==> src/rtl/sub32_sat_pipe.sv <==
// Two-stage pipelined 32-bit saturating subtractor with valid/ready flow control,
// tag passthrough and saturation status (sticky flag + saturating event counter).
module sub32_sat_pipe #(
  parameter int unsigned TAG_W = 4,
  parameter int unsigned CNT_W = 16
) (
  input  logic             clk,
  input  logic             rst,
  input  logic             in_valid,
  output logic             in_ready,
  input  logic [31:0]      src0,
  input  logic [31:0]      src1,
  input  logic             sign_s0,
  input  logic             sign_s1,
  input  logic             i_sign_d,
  input  logic [TAG_W-1:0] in_tag,
  output logic             out_valid,
  input  logic             out_ready,
  output logic [31:0]      dst,
  output logic [TAG_W-1:0] out_tag,
  output logic             out_sat,
  output logic             sat_sticky,
  output logic [CNT_W-1:0] sat_cnt,
  input  logic             stat_clr
);

  localparam int unsigned DW = 32;

  logic             s1_valid;
  logic [DW:0]      s1_diff;
  logic             s1_signed;
  logic [TAG_W-1:0] s1_tag;

  logic             s2_adv;
  logic             s1_adv;
  logic             accept;
  logic             xfer;
  logic             is_signed_c;
  logic [DW:0]      ext0_c;
  logic [DW:0]      ext1_c;
  logic [DW-1:0]    sat_dst_c;
  logic             sat_flag_c;

  // Handshake: in_ready depends on out_ready only, never on in_valid
  assign s2_adv   = !out_valid || out_ready;
  assign s1_adv   = s1_valid && s2_adv;
  assign in_ready = !s1_valid || s2_adv;
  assign accept   = in_valid && in_ready;
  assign xfer     = out_valid && out_ready;

  // Operand extension to 33 bits
  always_comb begin
    is_signed_c = sign_s0 | sign_s1 | i_sign_d;
    ext0_c      = is_signed_c ? {src0[DW-1], src0} : {1'b0, src0};
    ext1_c      = is_signed_c ? {src1[DW-1], src1} : {1'b0, src1};
  end

  // Clamp the stage-1 difference into the destination range
  always_comb begin
    sat_dst_c  = s1_diff[DW-1:0];
    sat_flag_c = 1'b0;
    if (s1_signed) begin
      if (s1_diff[DW] != s1_diff[DW-1]) begin
        sat_flag_c = 1'b1;
        sat_dst_c  = s1_diff[DW] ? 32'h8000_0000 : 32'h7FFF_FFFF;
      end
    end else if (s1_diff[DW]) begin
      sat_flag_c = 1'b1;
      sat_dst_c  = '0;
    end
  end

  always_ff @(posedge clk) begin
    if (rst) begin
      s1_valid <= 1'b0;
    end else if (in_ready) begin
      s1_valid <= in_valid;
    end
  end

  always_ff @(posedge clk) begin
    if (accept) begin
      s1_diff   <= ext0_c - ext1_c;
      s1_signed <= is_signed_c;
      s1_tag    <= in_tag;
    end
  end

  always_ff @(posedge clk) begin
    if (rst) begin
      out_valid <= 1'b0;
      dst       <= '0;
      out_tag   <= '0;
      out_sat   <= 1'b0;
    end else if (s2_adv) begin
      out_valid <= s1_valid;
      if (s1_adv) begin
        dst     <= sat_dst_c;
        out_tag <= s1_tag;
        out_sat <= sat_flag_c;
      end
    end
  end

  // Status updates only on an accepted result; clear has priority
  always_ff @(posedge clk) begin
    if (rst || stat_clr) begin
      sat_sticky <= 1'b0;
      sat_cnt    <= '0;
    end else if (xfer && out_sat) begin
      sat_sticky <= 1'b1;
      if (sat_cnt != {CNT_W{1'b1}}) begin
        sat_cnt <= sat_cnt + CNT_W'(1);
      end
    end
  end

endmodule
==> config.mk <==
export PLATFORM = sky130hd
export DESIGN_NAME = sub32_sat_pipe
export DESIGN_NICKNAME = d
export VERILOG_FILES = /design/src/rtl/sub32_sat_pipe.sv
export SDC_FILE = /design/constraint.sdc
export NUM_CORES = 1
export LEC_CHECK = 0
export CAP_MARGIN = 20
export CORE_MARGIN = 3
export CORE_UTILIZATION = 50
export CTS_CLUSTER_DIAMETER = 40
export DETAILED_ROUTE_END_ITERATION = 8
export PLACE_DENSITY = 0.81
export SETUP_SLACK_MARGIN = 0.3
export SYNTH_ARGS = -nofsm -noshare
export SYNTH_HDL_FRONTEND = slang
export SYNTH_SLANG_ARGS = --single-unit
==> constraint.sdc <==
create_clock -name clk -period 3.4 [get_ports clk]
set_input_delay 0.51 -clock clk [delete_from_list [all_inputs] [get_ports clk]]
set_output_delay 0.51 -clock clk [all_outputs]
set_load 0.01 [all_outputs]
==> results of run 1 <==
metrics by stage:
step | cells | total power, mW | utilization (%)
CTS | 856 | 2.83 | 68.9
global route | 856 | 2.97 | 69.0
detailed placement | 840 | 2.04 | 66.7
floorplan | 596 | 1.76 | -
global placement | 840 | 2.02 | 66.7
finish | 856 | 2.83 | 69.0
worst paths after layout:
kind / from / to / slack [ns] / depth (start not counted)
setup reg to reg: sat_cnt[0] / sat_cnt[15] / 1.25 / 8
setup / recovery: src1[1] / s1_diff[29] / 0.45 / 10
hold reg to reg: dst[30] / dst[30] / 0.45 / 2
hold / removal: dst[30] / dst[30] / 0.45 / 2
registers in the layout, indices dropped and copies added, names as in the netlist:
name and flops:
s1_valid 1, out_tag 4, out_valid 1, out_sat 1, sat_sticky 1, dst 32, s1_signed 1, s1_tag 4
s1_diff 33, sat_cnt 16
critical path: stages:
cell and delay, ns:
clkdlybuf4s50_1 0.51, inv_1 0.05, ha_1 0.26, nor2b_1 0.14, o31a_1 0.28, o21a_1 0.23
o2111ai_1 0.38, nand4_1 0.24, and2_1 0.27, o41ai_2 0.23
what timing repair did:
item,CTS,global route
gates resized for setup,0,1
setup endpoints to repair,0,2
setup buffers,0,0
hold buffers,0,0
hold endpoints to repair,0,0
Yosys cell counts, types with 3 or more instances:
library cell,n
ha_1,34
and3_1,4
o21bai_1,3
a31oi_1,5
o21ai_0,44
a211oi_1,3
and2_1,3
or3_1,3
o211ai_1,3
nor2b_1,8
buf_2,6
a41oi_1,3
dfxtp_1,56
o21ai_1,6
nor3_1,5
clkbuf_1,19
xor2_1,19
xnor2_1,25
nand2b_1,3
nand4_1,12
nor2_1,40
nand3_1,7
o21a_1,6
a21o_1,16
nand2_1,77
inv_1,44
edfxtp_1,38
a21oi_1,72
kinds of logic (layout without fill, tap and decap cells):
| logic type | count (synthesis) | after routing |
|---|---|---|
| AOI/OAI and AO/OA | 181 | 181 |
| xor gates and xnor gates | 44 | 44 |
| muxes | 2 | 2 |
| adders and majority gates | 35 | 35 |
| buffers and inverters | 69 | 196 |
| DFF | 94 | 94 |
| and+or+nand+nor | 171 | 171 |
routing by layer:
layer / share of wire [%] / vias to the layer above
li1: - / 2333
met1: 43 / 2129
met2: 50 / 164
met3: 5.2 / 24
met4: 2.1 / 0
met5: 0 / -
layout make-up:
class	count	area [µm²]	share of cell area [%]
clock inverter	6	83.8	1.22
timing repair buffer	136	1350	19.6
multi-input combinational	433	2740	39.6
clock buffer	10	138	1.99
sequential	94	2260	32.8
tap	133	166	2.41
inverter	44	165	2.39
power by group through the flow:
stage	combinational [mW]	sequential (mW)	clock [mW]
2_1_floorplan	0.401	1.36	0
3_3_place_gp	0.665	1.35	0
3_5_place_dp	0.681	1.36	0
4_1_cts	0.685	1.33	0.816
5_1_grt	0.758	1.34	0.868
6_report	0.688	1.33	0.807
==> out/metrics.yaml, run 1 <==
power:
  switchingPower_uw: 773
  clock_power_share_pct: 28.5
  intPower_mw: 2.05
  p_leak_nw: 2.69
  pwr-share-comb_pct: 24.3
  seqPwrFrac_pct: 47.1
  power.density_nw_per_um2: 410
  p_sw_share_pct: 27.3
  vdd_drop_max_mv: 0.203
global_routing:
  use_met2_pct: 37.5
  grt_pass1_wl_mm: 20.3
  grt_usage_pct: 21.3
  grt_antenna_before_repair: 0
  grt_pass1_vias: 4542
  met1_usage_pct: 26.0
  grt_util_met3_pct: 3.94
  grt_max_degree: 40
  top_usage_layer: "met2"
  grt_overflow: 0
worst_setup_path:
  cp-start-kind: "input pin"
  worstSetupEndpointType: "flip-flop"
  worst-path-max-fanout: 4
  arrival_ns: 3.11
  path_class: "input pin to flip-flop"
  critical_path_required_ns: 3.56
die:
  start_util_pct: 52.5
  io_pins: 132
  die_h_um: 108
  die_area_um2: 11800
  rows: 36
  die_w_um: 108
  coreArea_um2: 10000
logic_synthesis:
  synth_xor_area_share_pct: 7.34
  synthTopCellsByArea: "edfxtp_1 22%, dfxtp_1 21%, ha_1 8.1%"
  synth_seq_area_share_pct: 43.1
  avgSynthCellArea_um2: 8.81
  synth-adder-area-share_pct: 8.48
  synth_top_family_by_area: "compound AO/OA/AOI/OAI gates"
  synthArstFlopShare_pct: 0
  ys.flop_type: "dfxtp_1"
  synthMuxAreaShare_pct: 0.381
  yosys.area.top_type_share_pct: 21.7
  synthSimpleGateAreaFrac_pct: 14.8
  synth_edf_count: 38
  syn-instance-count: 596
  ys_warn_count: 0
  synth_seq_cells: 94
  syn-num-nets: 707
  yosysTopAreaCell: "edfxtp_1"
  synth_compound_area_share_pct: 20.8
  syn_area_um2: 5250
  synthDistinctLibCells: 53
timing:
  rsz0062_at_grt: "no"
  layout_setup_ws_ns: 0.451
  fin_tns_setup_ns: 0
  skew_ns: 0.00968
  min_period_ns: 2.95
  tightest_slew_ns: 0.902
  timing.final.crit_share_pct: 86.7
  drv_slew: 0
  hold_violations: 0
  fmax_mhz: 339
  hold-worst-slack_ns: 0.451
  relSlewSlack_pct: 39.9
  setup_violations: 0
cells_and_area:
  syn2layout_area_growth_pct: 31.3
  design_area_um2: 6900
  final_cell_mix: "131 x clkdlybuf4s50_1, 77 x nand2_1, 71 x a21oi_1, 56 x dfxtp_1"
  fillCellCount: 834
  final_common_cell: "clkdlybuf4s50_1"
  antenna_cells: 0
  drive_gt1_share_pct: 4.84
  num-nets-final: 829
clocking:
  insertion_delay_ns: 0.35
  h-tree-depth: 3
  clk_path_buf_depth: 2
  cts.sinks: 94
  cts_made_buffers: 9
  cts-root-buf: "clkbuf_8"
  clk_pin_slew_worst_paths_ns: 0.08
  cts_tree: "done"
route:
  via_count: 4650
  dr.pass1.iters: 4
  wirelength_mm: 12.3
  routedWlPerCell_um: 14.3
  via_per_inst: 5.43
  drc: 0
  ant_nets: 0
  drt_iter0_drc: 198
place:
  port_buffers: 131
  gp_congestion: 0.886
  place_ws_ns: 0.0687
  post_dp_cell_area_um2: 6670
  dpl.hpwl_mm: 9.45
hold_path:
  hold_path.class: "flip-flop to flip-flop"
job:
  drv_cap: 0
run_status:
  status: "completed"
Note: power is estimated with default switching activity, not from simulation.
==> run 2: changes to the inputs <==
Settings changed: CORE_MARGIN 3 to not set.
==> run 2 against run 1 <==
Compared with the run above: sequential share of layout area increased by 0.072 points; clock-buffer cell count increased by 2; sequential cell count unchanged; design area decreased by 0.22%; routed wire length decreased by 2.9%; clock power decreased by 5.9%; clock skew decreased by 0.0030 ns; sequential power about the same; non-clock buffer count unchanged; largest cell class unchanged.
==> out/metrics.yaml, run 2 (synthesis gave the netlist of run 1 again) <==
worst_setup_path:
  r2r_slack_ns: 1.23
  crit_chain: "clkdlybuf4s50_1 -> inv_1 -> ha_1 -> fa_1 -> nor2b_1 -> o211ai_1 -> buf_4 -> a21o_1 -> a211oi_2 -> a41oi_1 -> mux2i_1 -> xor2_1"
  cpPeakStageDelay_ns: 0.45
  worstSetupEndpointType: "flip-flop"
  cp-start-kind: "input pin"
  path_class: "input pin to flip-flop"
  worst-path-max-fanout: 3
  critical_path_required_ns: 3.51
  arrival_ns: 3.05
  cpMaxStageDelayCell: "clkdlybuf4s50_1"
die:
  io_pins: 132
  die_w_um: 104
  die_h_um: 104
  die_area_um2: 10900
  coreArea_um2: 10200
  start_util_pct: 51.3
  rows: 37
run_status:
  status: "completed"
place:
  post_dp_cell_area_um2: 6680
  port_buffers: 131
  place_inst: 843
  dpl.hpwl_mm: 9.17
  gp_congestion: 0.895
power:
  intPower_mw: 2.01
  pwr-share-comb_pct: 24.7
  seqPwrFrac_pct: 48.0
  p_leak_nw: 2.68
  clock_power_share_pct: 27.3
  p_sw_share_pct: 27.8
  switchingPower_uw: 773
  vdd_drop_max_mv: 0.233
  power.density_nw_per_um2: 404
  power.total_mw: 2.78
cells_and_area:
  regMostFlops: "s1_diff"
  syn2layout_area_growth_pct: 31.1
  final_cell_mix: "131 x clkdlybuf4s50_1, 77 x nand2_1, 71 x a21oi_1, 56 x dfxtp_1"
  instances_no_fill: 859
  largest_reg_flops: 33
  drive_gt1_share_pct: 4.70
  antenna_cells: 0
  final_common_cell: "clkdlybuf4s50_1"
  reg_top3: "s1_diff x33, dst x32, sat_cnt x16"
  design_area_um2: 6880
  num-nets-final: 829
timing:
  drv_slew: 0
  rsz0062_at_grt: "no"
  tightest_slew_ns: 0.899
  min_period_ns: 2.94
  setup_violations: 0
  skew_ns: 0.00673
  hold-worst-slack_ns: 0.456
  timing.final.crit_share_pct: 86.4
  hold_violations: 0
  fin_tns_setup_ns: 0
  relSlewSlack_pct: 40.1
  fmax_mhz: 340
route:
  drc: 0
  ant_nets: 0
  via_count: 4661
  routedWlPerCell_um: 13.9
  dr.pass1.iters: 6
  drt_iter0_drc: 184
  wirelength_mm: 11.9
  via_per_inst: 5.43
clocking:
  clk_pin_slew_worst_paths_ns: 0.09
  h-tree-depth: 3
  cts_made_buffers: 9
  clk_path_buf_depth: 2
  cts.sinks: 94
  cts.hold.buffers_added: 0
  cts-root-buf: "clkbuf_8"
  cts_tree: "done"
  post_cts_buffers: 0
  ctsResizeCount: 0
  insertion_delay_ns: 0.36
global_routing:
  grt_pass1_vias: 4484
  grt_overflow: 0
  grt_max_degree: 41
  grt_usage_pct: 22.3
  grt_pass1_wl_mm: 19.9
  grt_antenna_before_repair: 0
hold_path:
  hold_path.class: "flip-flop to flip-flop"
job:
  drv_cap: 0
==> run 2: per-layer routing <==
layer	part of all wire [%]	up-vias	wire (µm)	global-route usage, %
li1	-	2338	-	-
met1	43	2143	5130	27.2
met2	49	155	5860	38.5
met3	5.2	25	618	3.63
met4	2.5	0	292	10.2
met5	0	-	0	0
==> run 2: layout make-up <==
cell class / count / area [µm²]
well taps: 136 / 170
clock inverters: 4 / 53.8
repair buffers: 136 / 1350
inverters: 44 / 165
fillers: 852 / 3350
clock buffers: 12 / 155
multi-input cells: 433 / 2730
flip-flops and latches: 94 / 2260
==> run 2: per-stage QoR <==
| step | utilization [%] | worst slack (ns) |
|---|---|---|
| final | 67.3 | 0.463 |
| after global routing | 67.3 | 0.307 |
| after CTS | 67.3 | 0.480 |
| after detailed placement | 65.2 | 0.0921 |
| after global placement | 65.2 | 0.156 |
| after floorplan | - | 0.811 |
==> run 2: worst paths after layout <==
check	from	end	cells after the start
max	src0[0]	s1_diff[30]	12
min	dst[30]	dst[30]	2
max reg2reg	sat_cnt[0]	sat_cnt[15]	8
min reg2reg	dst[30]	dst[30]	2
==> run 2: worst max-delay path: cells and delay by family <==
family          cells  cell delay (ns)
fa+ha+maj           2             0.62
buf+inv             3             0.66
mux                 1             0.17
simple gates        1             0.19
compound gates      4             0.75
xor+xnor            1             0.15
==> run 2: power by group through the flow <==
stage / Sequential, mW / Combinational, mW / Clock, mW
2_1_floorplan: 1.36 / 0.401 / 0
3_5_place_dp: 1.36 / 0.681 / 0
4_1_cts: 1.33 / 0.685 / 0.771
3_3_place_gp: 1.35 / 0.667 / 0
5_1_grt: 1.34 / 0.757 / 0.812
6_report: 1.33 / 0.687 / 0.759
==> run 3: changes to the inputs <==
==> constraint.sdc (replaced) <==
create_clock -name clk -period 3.4 [get_ports clk]
set_input_delay 0.34 -clock clk [delete_from_list [all_inputs] [get_ports clk]]
set_output_delay 0.34 -clock clk [all_outputs]
set_load 0.01 [all_outputs]
==> run 3 against run 2 <==
Compared with the run above: highest routed layer unchanged; design area unchanged; clock power rose by 2%; combinational power about the same; critical path depth is 1 lower; register-to-register slack is essentially flat; via count barely moved; sequential share of layout area unchanged; largest cell class unchanged; fmax up 4.8%; hold slack got worse by 0.0010 ns.
==> out/metrics.yaml, run 3 (synthesis gave the netlist of run 1 again) <==
route:
  dr.pass1.iters: 6
  via_per_inst: 5.43
  drc: 0
  ant_nets: 0
  routedWlPerCell_um: 14.1
  via_count: 4660
  drt_iter0_drc: 211
  wirelength_mm: 12.1
timing:
  fmax_mhz: 357
  relSlewSlack_pct: 41.3
  layout_setup_ws_ns: 0.597
  setup_violations: 0
  min_period_ns: 2.80
  tightest_slew_ns: 0.881
  hold_violations: 0
  skew_ns: 0.00623
  rsz0062_at_grt: "no"
  timing.final.crit_share_pct: 82.4
  drv_slew: 0
  fin_tns_setup_ns: 0
place:
  gp_congestion: 0.896
  dpl.hpwl_mm: 9.22
  place_inst: 842
  post_dp_cell_area_um2: 6670
  port_buffers: 131
  place_ws_ns: 0.228
power:
  pwr-share-comb_pct: 24.6
  seqPwrFrac_pct: 47.7
  p_leak_nw: 2.68
  switchingPower_uw: 787
  power.density_nw_per_um2: 406
  intPower_mw: 2.01
  power.total_mw: 2.79
  p_sw_share_pct: 28.1
  vdd_drop_max_mv: 0.209
  clock_power_share_pct: 27.7
cells_and_area:
  final_cell_mix: "131 x clkdlybuf4s50_1, 77 x nand2_1, 71 x a21oi_1, 56 x dfxtp_1"
  seq_area_um2: 2260
  regMostFlops: "s1_diff"
  num-nets-final: 828
  largest_reg_flops: 33
  multi_input_area_um2: 2730
  antenna_cells: 0
  fillCellCount: 840
  reg_top3: "s1_diff x33, dst x32, sat_cnt x16"
  instances_no_fill: 858
  design_area_um2: 6880
  syn2layout_area_growth_pct: 31.1
  final_common_cell: "clkdlybuf4s50_1"
  drive_gt1_share_pct: 4.71
clocking:
  clk_pin_slew_worst_paths_ns: 0.09
  cts.hold.buffers_added: 0
  cts_made_buffers: 9
  cts.sinks: 94
  ctsResizeCount: 0
  insertion_delay_ns: 0.35
  post_cts_buffers: 0
  clk_path_buf_depth: 2
  cts_tree: "done"
  cts-root-buf: "clkbuf_8"
  h-tree-depth: 3
die:
  die_h_um: 104
  start_util_pct: 51.3
  rows: 37
  die_w_um: 104
  die_area_um2: 10900
  coreArea_um2: 10200
  io_pins: 132
worst_setup_path:
  arrival_ns: 2.90
  worst-path-max-fanout: 4
  worstSetupEndpointType: "flip-flop"
  cp-start-kind: "input pin"
  critical_path_required_ns: 3.49
  path_class: "input pin to flip-flop"
global_routing:
  grt_antenna_before_repair: 0
  grt_overflow: 0
  grt_usage_pct: 22.0
  grt_pass1_vias: 4333
  grt_pass1_wl_mm: 19.7
  grt_max_degree: 39
run_status:
  status: "completed"
hold_path:
  hold_path.class: "flip-flop to flip-flop"
job:
  drv_cap: 0
-- run 3: cell type report --
| type | count | area share [%] |
|---|---|---|
| multi-input cells | 433 | 39.6 |
| flip-flops and latches | 94 | 32.9 |
| repair buffers | 135 | 19.5 |
| well taps | 136 | 2.47 |
| inverters | 44 | 2.40 |
| clock buffers | 10 | 2.16 |
| clock inverters | 6 | 0.981 |
-- run 3: path summary, 6_finish.rpt --
| path | end | start | depth (start not counted) | slack [ns] |
|---|---|---|---|---|
| hold / removal | dst[30] | dst[30] | 2 | 0.46 |
| setup reg to reg | sat_cnt[15] | sat_cnt[0] | 8 | 1.23 |
| hold reg to reg | dst[30] | dst[30] | 2 | 0.46 |
| setup / recovery | s1_diff[28] | src0[0] | 11 | 0.60 |
-- run 3: critical path, cell delays in order --
cell and delay [ns]:
clkdlybuf4s50_1 0.45, inv_1 0.04, ha_1 0.22, fa_1 0.41, nor2b_1 0.19, o211ai_1 0.18
a211oi_1 0.31, o21ai_1 0.16, a31oi_1 0.27, a21boi_0 0.17, xnor2_1 0.16
-- run 3: metal layers --
metal	GRT usage [%]	vias to the layer above	wire, µm
met2	38.2	164	6010
met1	28.0	2154	5350
li1	-	2329	-
met3	3.38	13	578
met5	0	-	0
met4	6.73	0	151
-- run 3: per-stage QoR --
stage / hold slack [ns] / util, %
global route: 0.483 / 67.3
global placement: 0.437 / 65.2
detailed placement: 0.445 / 65.2
finish: 0.455 / 67.3
CTS: 0.456 / 67.3
floorplan: 0.439 / -
-- run 3: power groups by stage --
stage	Combinational, mW	Sequential, mW	Clock (mW)
after detailed placement	0.682	1.36	0
after CTS	0.686	1.33	0.787
after floorplan	0.401	1.36	0
after global placement	0.665	1.35	0
after global routing	0.754	1.34	0.837
final	0.688	1.33	0.774
